--- config.mk ---
export PLATFORM = sky130hd
export DESIGN_NAME = level_sequencer
export DESIGN_NICKNAME = d
export VERILOG_FILES = /design/src/rtl/level_seq_pkg.sv /design/src/rtl/frame_tick_gen.sv /design/src/rtl/level_sequencer.sv
export SDC_FILE = /design/constraint.sdc
export NUM_CORES = 1
export LEC_CHECK = 0
export ABC_AREA = 1
export CAP_MARGIN = 20
export CORE_MARGIN = 2
export CORE_UTILIZATION = 43
export DETAILED_ROUTE_END_ITERATION = 8
export PLACE_DENSITY = 0.62
export SYNTH_ARGS = -nofsm -noshare
export SYNTH_HDL_FRONTEND = slang
export SYNTH_SLANG_ARGS = --single-unit
--- constraint.sdc ---
create_clock -name clk -period 4 [get_ports clk]
set_input_delay 0.8 -clock clk [delete_from_list [all_inputs] [get_ports clk]]
set_output_delay 0.8 -clock clk [all_outputs]
set_load 0.05 [all_outputs]
--- src/rtl/level_seq_pkg.sv ---
// Shared encodings and widths for the level sequencer and its frame-synchronous helpers.
package level_seq_pkg;

    localparam int LEVEL_W  = 4;
    localparam int FRAMES_W = 8;
    localparam int AUTO_W   = 16;

    typedef enum logic [1:0] {
        ST_IDLE  = 2'd0,
        ST_PLAY  = 2'd1,
        ST_TRANS = 2'd2,
        ST_WIN   = 2'd3
    } state_t;

endpackage

--- src/rtl/frame_tick_gen.sv ---
// One-cycle frame tick on the rising edge of v_blank_in.
// The history flop resets to 1 so a blank already active at reset release is not a tick.
module frame_tick_gen (
    input  logic clk,
    input  logic rst_n,
    input  logic v_blank_in,
    output logic frame_tick
);

    logic vblank_q;

    // NOTE: clocked state uses non-blocking assignments so every flop samples pre-edge values.
    always_ff @(posedge clk or negedge rst_n) begin
        if (!rst_n) begin
            vblank_q <= 1'b1;
        end else begin
            vblank_q <= v_blank_in;
        end
    end

    assign frame_tick = v_blank_in & ~vblank_q;

endmodule

--- src/rtl/level_sequencer.sv ---
// Game-flow controller driving the colour generator's level; all changes land on frame ticks.
// Optional build macro LEVEL_AUTO_ADVANCE_EN adds an automatic level_up after AUTO_FRAMES frames in PLAY.
module level_sequencer
    import level_seq_pkg::*;
#(
    parameter int MAX_LEVEL         = 9,
    parameter int TRANSITION_FRAMES = 60,
    parameter int AUTO_FRAMES       = 600
) (
    input  logic                clk,
    input  logic                rst_n,
    input  logic                v_blank_in,
    input  logic                start,
    input  logic                level_up,
    input  logic                abort,
    output logic [LEVEL_W-1:0]  level,
    output logic                playing,
    output logic                in_transition,
    output logic                game_won,
    output logic [FRAMES_W-1:0] frames_left
);

    localparam logic [LEVEL_W-1:0]  LEVEL_ONE  = LEVEL_W'(1);
    localparam logic [LEVEL_W-1:0]  MAX_LVL    = LEVEL_W'(MAX_LEVEL);
    localparam logic [FRAMES_W-1:0] TRANS_INIT = FRAMES_W'(TRANSITION_FRAMES);

    if (MAX_LEVEL < 2 || MAX_LEVEL > 15 || TRANSITION_FRAMES < 1 || TRANSITION_FRAMES > 255 ||
        AUTO_FRAMES < 1 || AUTO_FRAMES > 65535) begin : g_param_check
        $error("level_sequencer: parameter out of legal range");
    end

    state_t                state_q, state_d;
    logic [LEVEL_W-1:0]    level_d;
    logic [FRAMES_W-1:0]   frames_d;
    logic                  frame_tick;
    logic                  start_q, up_q, abort_q;
    logic                  start_rise, up_rise, abort_rise;
    logic                  start_p, up_p, abort_p;
    logic                  start_req, up_req, abort_req;

    frame_tick_gen u_tick (
        .clk        (clk),
        .rst_n      (rst_n),
        .v_blank_in (v_blank_in),
        .frame_tick (frame_tick)
    );

    // Edge detection makes a held pulse count as a single request.
    assign start_rise = start & ~start_q;
    assign up_rise    = level_up & ~up_q;
    assign abort_rise = abort & ~abort_q;

    assign start_req = start_p | start_rise;
    assign abort_req = abort_p | abort_rise;

`ifdef LEVEL_AUTO_ADVANCE_EN
    localparam logic [AUTO_W-1:0] AUTO_LAST = AUTO_W'(AUTO_FRAMES - 1);

    logic [AUTO_W-1:0] auto_cnt;
    logic              auto_hit;

    assign auto_hit = frame_tick && (state_q == ST_PLAY) && (auto_cnt == AUTO_LAST);
    assign up_req   = up_p | up_rise | auto_hit;

    // Any consumed up leaves PLAY, so "not staying in PLAY" covers both clear conditions.
    always_ff @(posedge clk or negedge rst_n) begin
        if (!rst_n) begin
            auto_cnt <= '0;
        end else if (state_q != ST_PLAY || state_d != ST_PLAY) begin
            auto_cnt <= '0;
        end else if (frame_tick) begin
            auto_cnt <= auto_cnt + AUTO_W'(1);
        end
    end
`else
    assign up_req = up_p | up_rise;
`endif

    always_comb begin
        // NOTE: defaults first so every path assigns every output and no latch is inferred.
        state_d  = state_q;
        level_d  = level;
        frames_d = frames_left;
        if (frame_tick && abort_req) begin
            state_d  = ST_IDLE;
            level_d  = LEVEL_ONE;
            frames_d = '0;
        end else begin
            case (state_q)
                ST_IDLE: begin
                    level_d  = LEVEL_ONE;
                    frames_d = '0;
                    if (frame_tick && start_req) state_d = ST_PLAY;
                end
                ST_PLAY: begin
                    if (frame_tick && up_req) begin
                        if (level < MAX_LVL) begin
                            level_d  = level + LEVEL_W'(1);
                            frames_d = TRANS_INIT;
                            state_d  = ST_TRANS;
                        end else begin
                            state_d = ST_WIN;
                        end
                    end
                end
                ST_TRANS: begin
                    if (frame_tick) begin
                        if (frames_left <= FRAMES_W'(1)) begin
                            frames_d = '0;
                            state_d  = ST_PLAY;
                        end else begin
                            frames_d = frames_left - FRAMES_W'(1);
                        end
                    end
                end
                ST_WIN: begin
                    if (frame_tick && start_req) begin
                        level_d = LEVEL_ONE;
                        state_d = ST_PLAY;
                    end
                end
                default: begin
                    state_d  = ST_IDLE;
                    level_d  = LEVEL_ONE;
                    frames_d = '0;
                end
            endcase
        end
    end

    // Every tick consumes or discards all pending requests; level_up is never latched in TRANS.
    always_ff @(posedge clk or negedge rst_n) begin
        if (!rst_n) begin
            start_q <= 1'b0;
            up_q    <= 1'b0;
            abort_q <= 1'b0;
            start_p <= 1'b0;
            up_p    <= 1'b0;
            abort_p <= 1'b0;
        end else begin
            start_q <= start;
            up_q    <= level_up;
            abort_q <= abort;
            if (frame_tick) begin
                start_p <= 1'b0;
                up_p    <= 1'b0;
                abort_p <= 1'b0;
            end else begin
                start_p <= start_p | start_rise;
                up_p    <= up_p | (up_rise && state_q != ST_TRANS);
                abort_p <= abort_p | abort_rise;
            end
        end
    end

    always_ff @(posedge clk or negedge rst_n) begin
        if (!rst_n) begin
            state_q       <= ST_IDLE;
            level         <= LEVEL_ONE;
            frames_left   <= '0;
            playing       <= 1'b0;
            in_transition <= 1'b0;
            game_won      <= 1'b0;
        end else begin
            state_q       <= state_d;
            level         <= level_d;
            frames_left   <= frames_d;
            playing       <= (state_d == ST_PLAY);
            in_transition <= (state_d == ST_TRANS);
            game_won      <= (state_d == ST_WIN);
        end
    end

endmodule

==> flow_metrics.env <==
export IMPL_n_fill_cell=325
export IMPL_clockBufferDepth=2
export IMPL_slew_violations=0
export IMPL_portBuffers=20
export IMPL_yosysMostFrequentCell="nand2_1"
export IMPL_clock_latency_ns=0.31
export IMPL_io_pins=21
export IMPL_required_ns=3.20
export IMPL_fin_util_pct=55.24
export IMPL_slew_headroom_pct=57.78
export IMPL_critPathTopFamily="buffers and inverters"
export IMPL_start_util_pct=45.85
export IMPL_fp_dieW_um=61.52
export IMPL_met2WireLength_um=1340
export IMPL_grt_pass1_wl_um=5133
export IMPL_p_leak_uw=0.0008857
export IMPL_finalSetupTns_ns=0
export IMPL_dpl_cell_count=253
export IMPL_worstPathMaxFanout=5
export IMPL_ys_types=23
export IMPL_routed_top_layer="met4"
export IMPL_fmax_mhz=399.1
export IMPL_min_path_type="reg -> reg"
export IMPL_synth_avg_cell_area_um2=7.448
export IMPL_cts_max_level=1
export IMPL_drt_wl_total_um=2862
export IMPL_synthTopCellsByArea="dfrtp_1 39%, nand2_1 14%, inv_1 7.7%"
export IMPL_fin_area_um2=1714
export IMPL_grt_antenna_before_repair=0
export IMPL_async_flop_share_pct=100.0
export IMPL_instances_no_fill=258
export IMPL_powerDensity_nw_per_um2=568.9
export IMPL_start_kind="flop"
export IMPL_yosys_area_top_type="dfrtp_1"
export IMPL_dieArea_um2=3785
export IMPL_cts_num_sinks=24
export IMPL_synth_edf_count=0
export IMPL_drt_initial_drc_count=70
export IMPL_hold_viol_final=0
export IMPL_syn2layout_area_growth_pct=20.49
export IMPL_crit_arrival_ns=1.71
export IMPL_ys_seq_elements=24
export IMPL_postCtsSetupBuffers=0
export IMPL_first_pass_iters=4
export IMPL_synth_top_cell_area_share_pct=38.70
export IMPL_ir_worst_vdd_mv=0.2692
export IMPL_period_minus_slack_ns=2.506
export IMPL_pre_cts_slack_ns=1.262
export IMPL_rows=20
export IMPL_grt_pass1_vias=1211
export IMPL_dpl_hpwl_um=2204
export IMPL_antenna_left=0
export IMPL_grt_overflow=0
export IMPL_tightest_slew_ns=0.6313
export IMPL_synthTopCellsByCount="52 x nand2_1, 29 x inv_1, 22 x dfrtp_1"
export IMPL_outcome="finished, final reports clean"
export IMPL_syn_nets=205
export IMPL_yosys_warnings=0
export IMPL_cts_hold_buf=0
export IMPL_drive_above_1_share_pct=8.411
export IMPL_place_area_um2=1663
export IMPL_remaining_drc_errors=0
export IMPL_routedWlPerCell_um=11.09
export IMPL_synth_top_flop_cell="dfrtp_1"
export IMPL_cts_resized_gates=0
export IMPL_fin_nets=229
export IMPL_cts_root_buffer="clkbuf_4"
export IMPL_core_area_um2=3103
export IMPL_cpPeakStageDelay_ns=0.81
export IMPL_cp_end_kind="output pin"
export IMPL_grt_max_degree=25
export IMPL_skew_ns=0.004201
export IMPL_syn_inst=191
export IMPL_crit_type="reg -> out"
export IMPL_finalSetupViolCount=0
export IMPL_vias=1238
export IMPL_n_antenna_cell=0
export IMPL_crit_chain="clkdlybuf4s50_1"
export IMPL_fin_ws_ns=1.494
export IMPL_rsz0062_at_grt="no"
export IMPL_place_congestion=0.8285
export IMPL_tritoncts="built"
export IMPL_fp_dieH_um=61.52
export IMPL_clk_pin_slew_worst_paths_ns=0.13
export IMPL_avgViaCountPerCell=4.798
export IMPL_maxCapViolCount=0
export IMPL_cp_slowest_cell="clkdlybuf4s50_1"
export IMPL_cts_made_buffers=3
export IMPL_netlist_area_um2=1423
export IMPL_grt_use_total_pct=18.15
export IMPL_worstPathBufferInverterCount=1
export IMPL_period_share_pct=62.64
export IMPL_dr_wl_met3_um=112
export IMPL_synth_seq_area_share_pct=42.39
export IMPL_drt_met1_wl_um=1378
where the power goes:
group          switching (uW)  total (uW)  internal (uW)  leakage [uW]
sequential               37.0         323            286      0.000312
clock                    71.2         127           55.6     0.0000210
combinational             363         525            163      0.000552
stage by stage:
step / power, uW / hold slack [ns]
after global routing: 1065 / 0.5478
final: 975.2 / 0.5179
after floorplan: 727.0 / 0.4609
after global placement: 839.1 / 0.4845
after detailed placement: 851.1 / 0.4968
after CTS: 982.2 / 0.5285
sequential cells by signal, indices dropped and copies added (netlist names):
register,cells
game_won,1
u_tick.vblank_q,1
up_q,1
playing,1
up_p,1
frames_left,8
state_q,2
start_p,1
start_q,1
abort_q,1
in_transition,1
abort_p,1
level,4
final timing paths:
| path | cells after the start | startpoint | endpoint | slack (ns) |
|---|---|---|---|---|
| worst min-delay path | 2 | start_p$_DFF_PN0_ | start_p$_DFF_PN0_ | 0.52 |
| max in group asynchronous | 2 | rst_n | level[0]$_DFFE_PN1P_ | 2.55 |
| worst min register to register | 2 | start_p$_DFF_PN0_ | start_p$_DFF_PN0_ | 0.52 |
| worst max register to register | 9 | state_q[1]$_DFF_PN0_ | frames_left[4]$_DFFE_PN0P_ | 2.00 |
| worst max-delay path | 1 | level[0]$_DFFE_PN1P_ | level[0] | 1.49 |
| min in group asynchronous | 1 | rst_n | abort_q$_DFF_PN0_ | 0.86 |
layout by cell type (no fill, tap or decap), types with 3 or more instances in the layout:
| master | Yosys | layout |
|---|---|---|
| nand4_1 | 3 | 3 |
| nor2_1 | 21 | 21 |
| nand2_1 | 52 | 52 |
| clkdlybuf4s50_1 | 0 | 20 |
| o21ai_0 | 10 | 10 |
| clkbuf_4 | 0 | 3 |
| nand3_1 | 17 | 17 |
| ha_1 | 8 | 8 |
| a21oi_1 | 7 | 7 |
| nor2_2 | 3 | 3 |
| dfrtp_1 | 22 | 22 |
| xor2_1 | 3 | 3 |
| inv_1 | 29 | 29 |
per-layer routing:
layer | GRT usage, % | vias up
met1 | 23.72 | 571
met3 | 2.311 | 4
met5 | 0 | -
met2 | 31.28 | 23
li1 | - | 640
met4 | 5.471 | 0
cell families (layout without fill, tap and decap cells):
kind of cell | after synthesis | count (layout) | share of synthesized area, %
adder cells (fa/ha/maj) | 8 | 8 | 7.036
flip-flops | 24 | 24 | 42.39
buffers and inverters | 32 | 55 | 8.970
AO/OA/AOI/OAI | 18 | 18 | 6.332
AND/OR/NAND/NOR | 106 | 106 | 33.42
XOR/XNOR | 3 | 3 | 1.847
area by class of cell:
class                           count  area, um2  area share (%)
Sequential cell                    24      603.1           35.18
Timing Repair Buffer               21      215.2           12.55
Inverter                           30      112.6           6.569
Multi-Input combinational cell    135      691.9           40.37
Clock buffer                        4      36.28           2.117
Tap cell                           44      55.05           3.212
(Power assumes the default switching activity.)
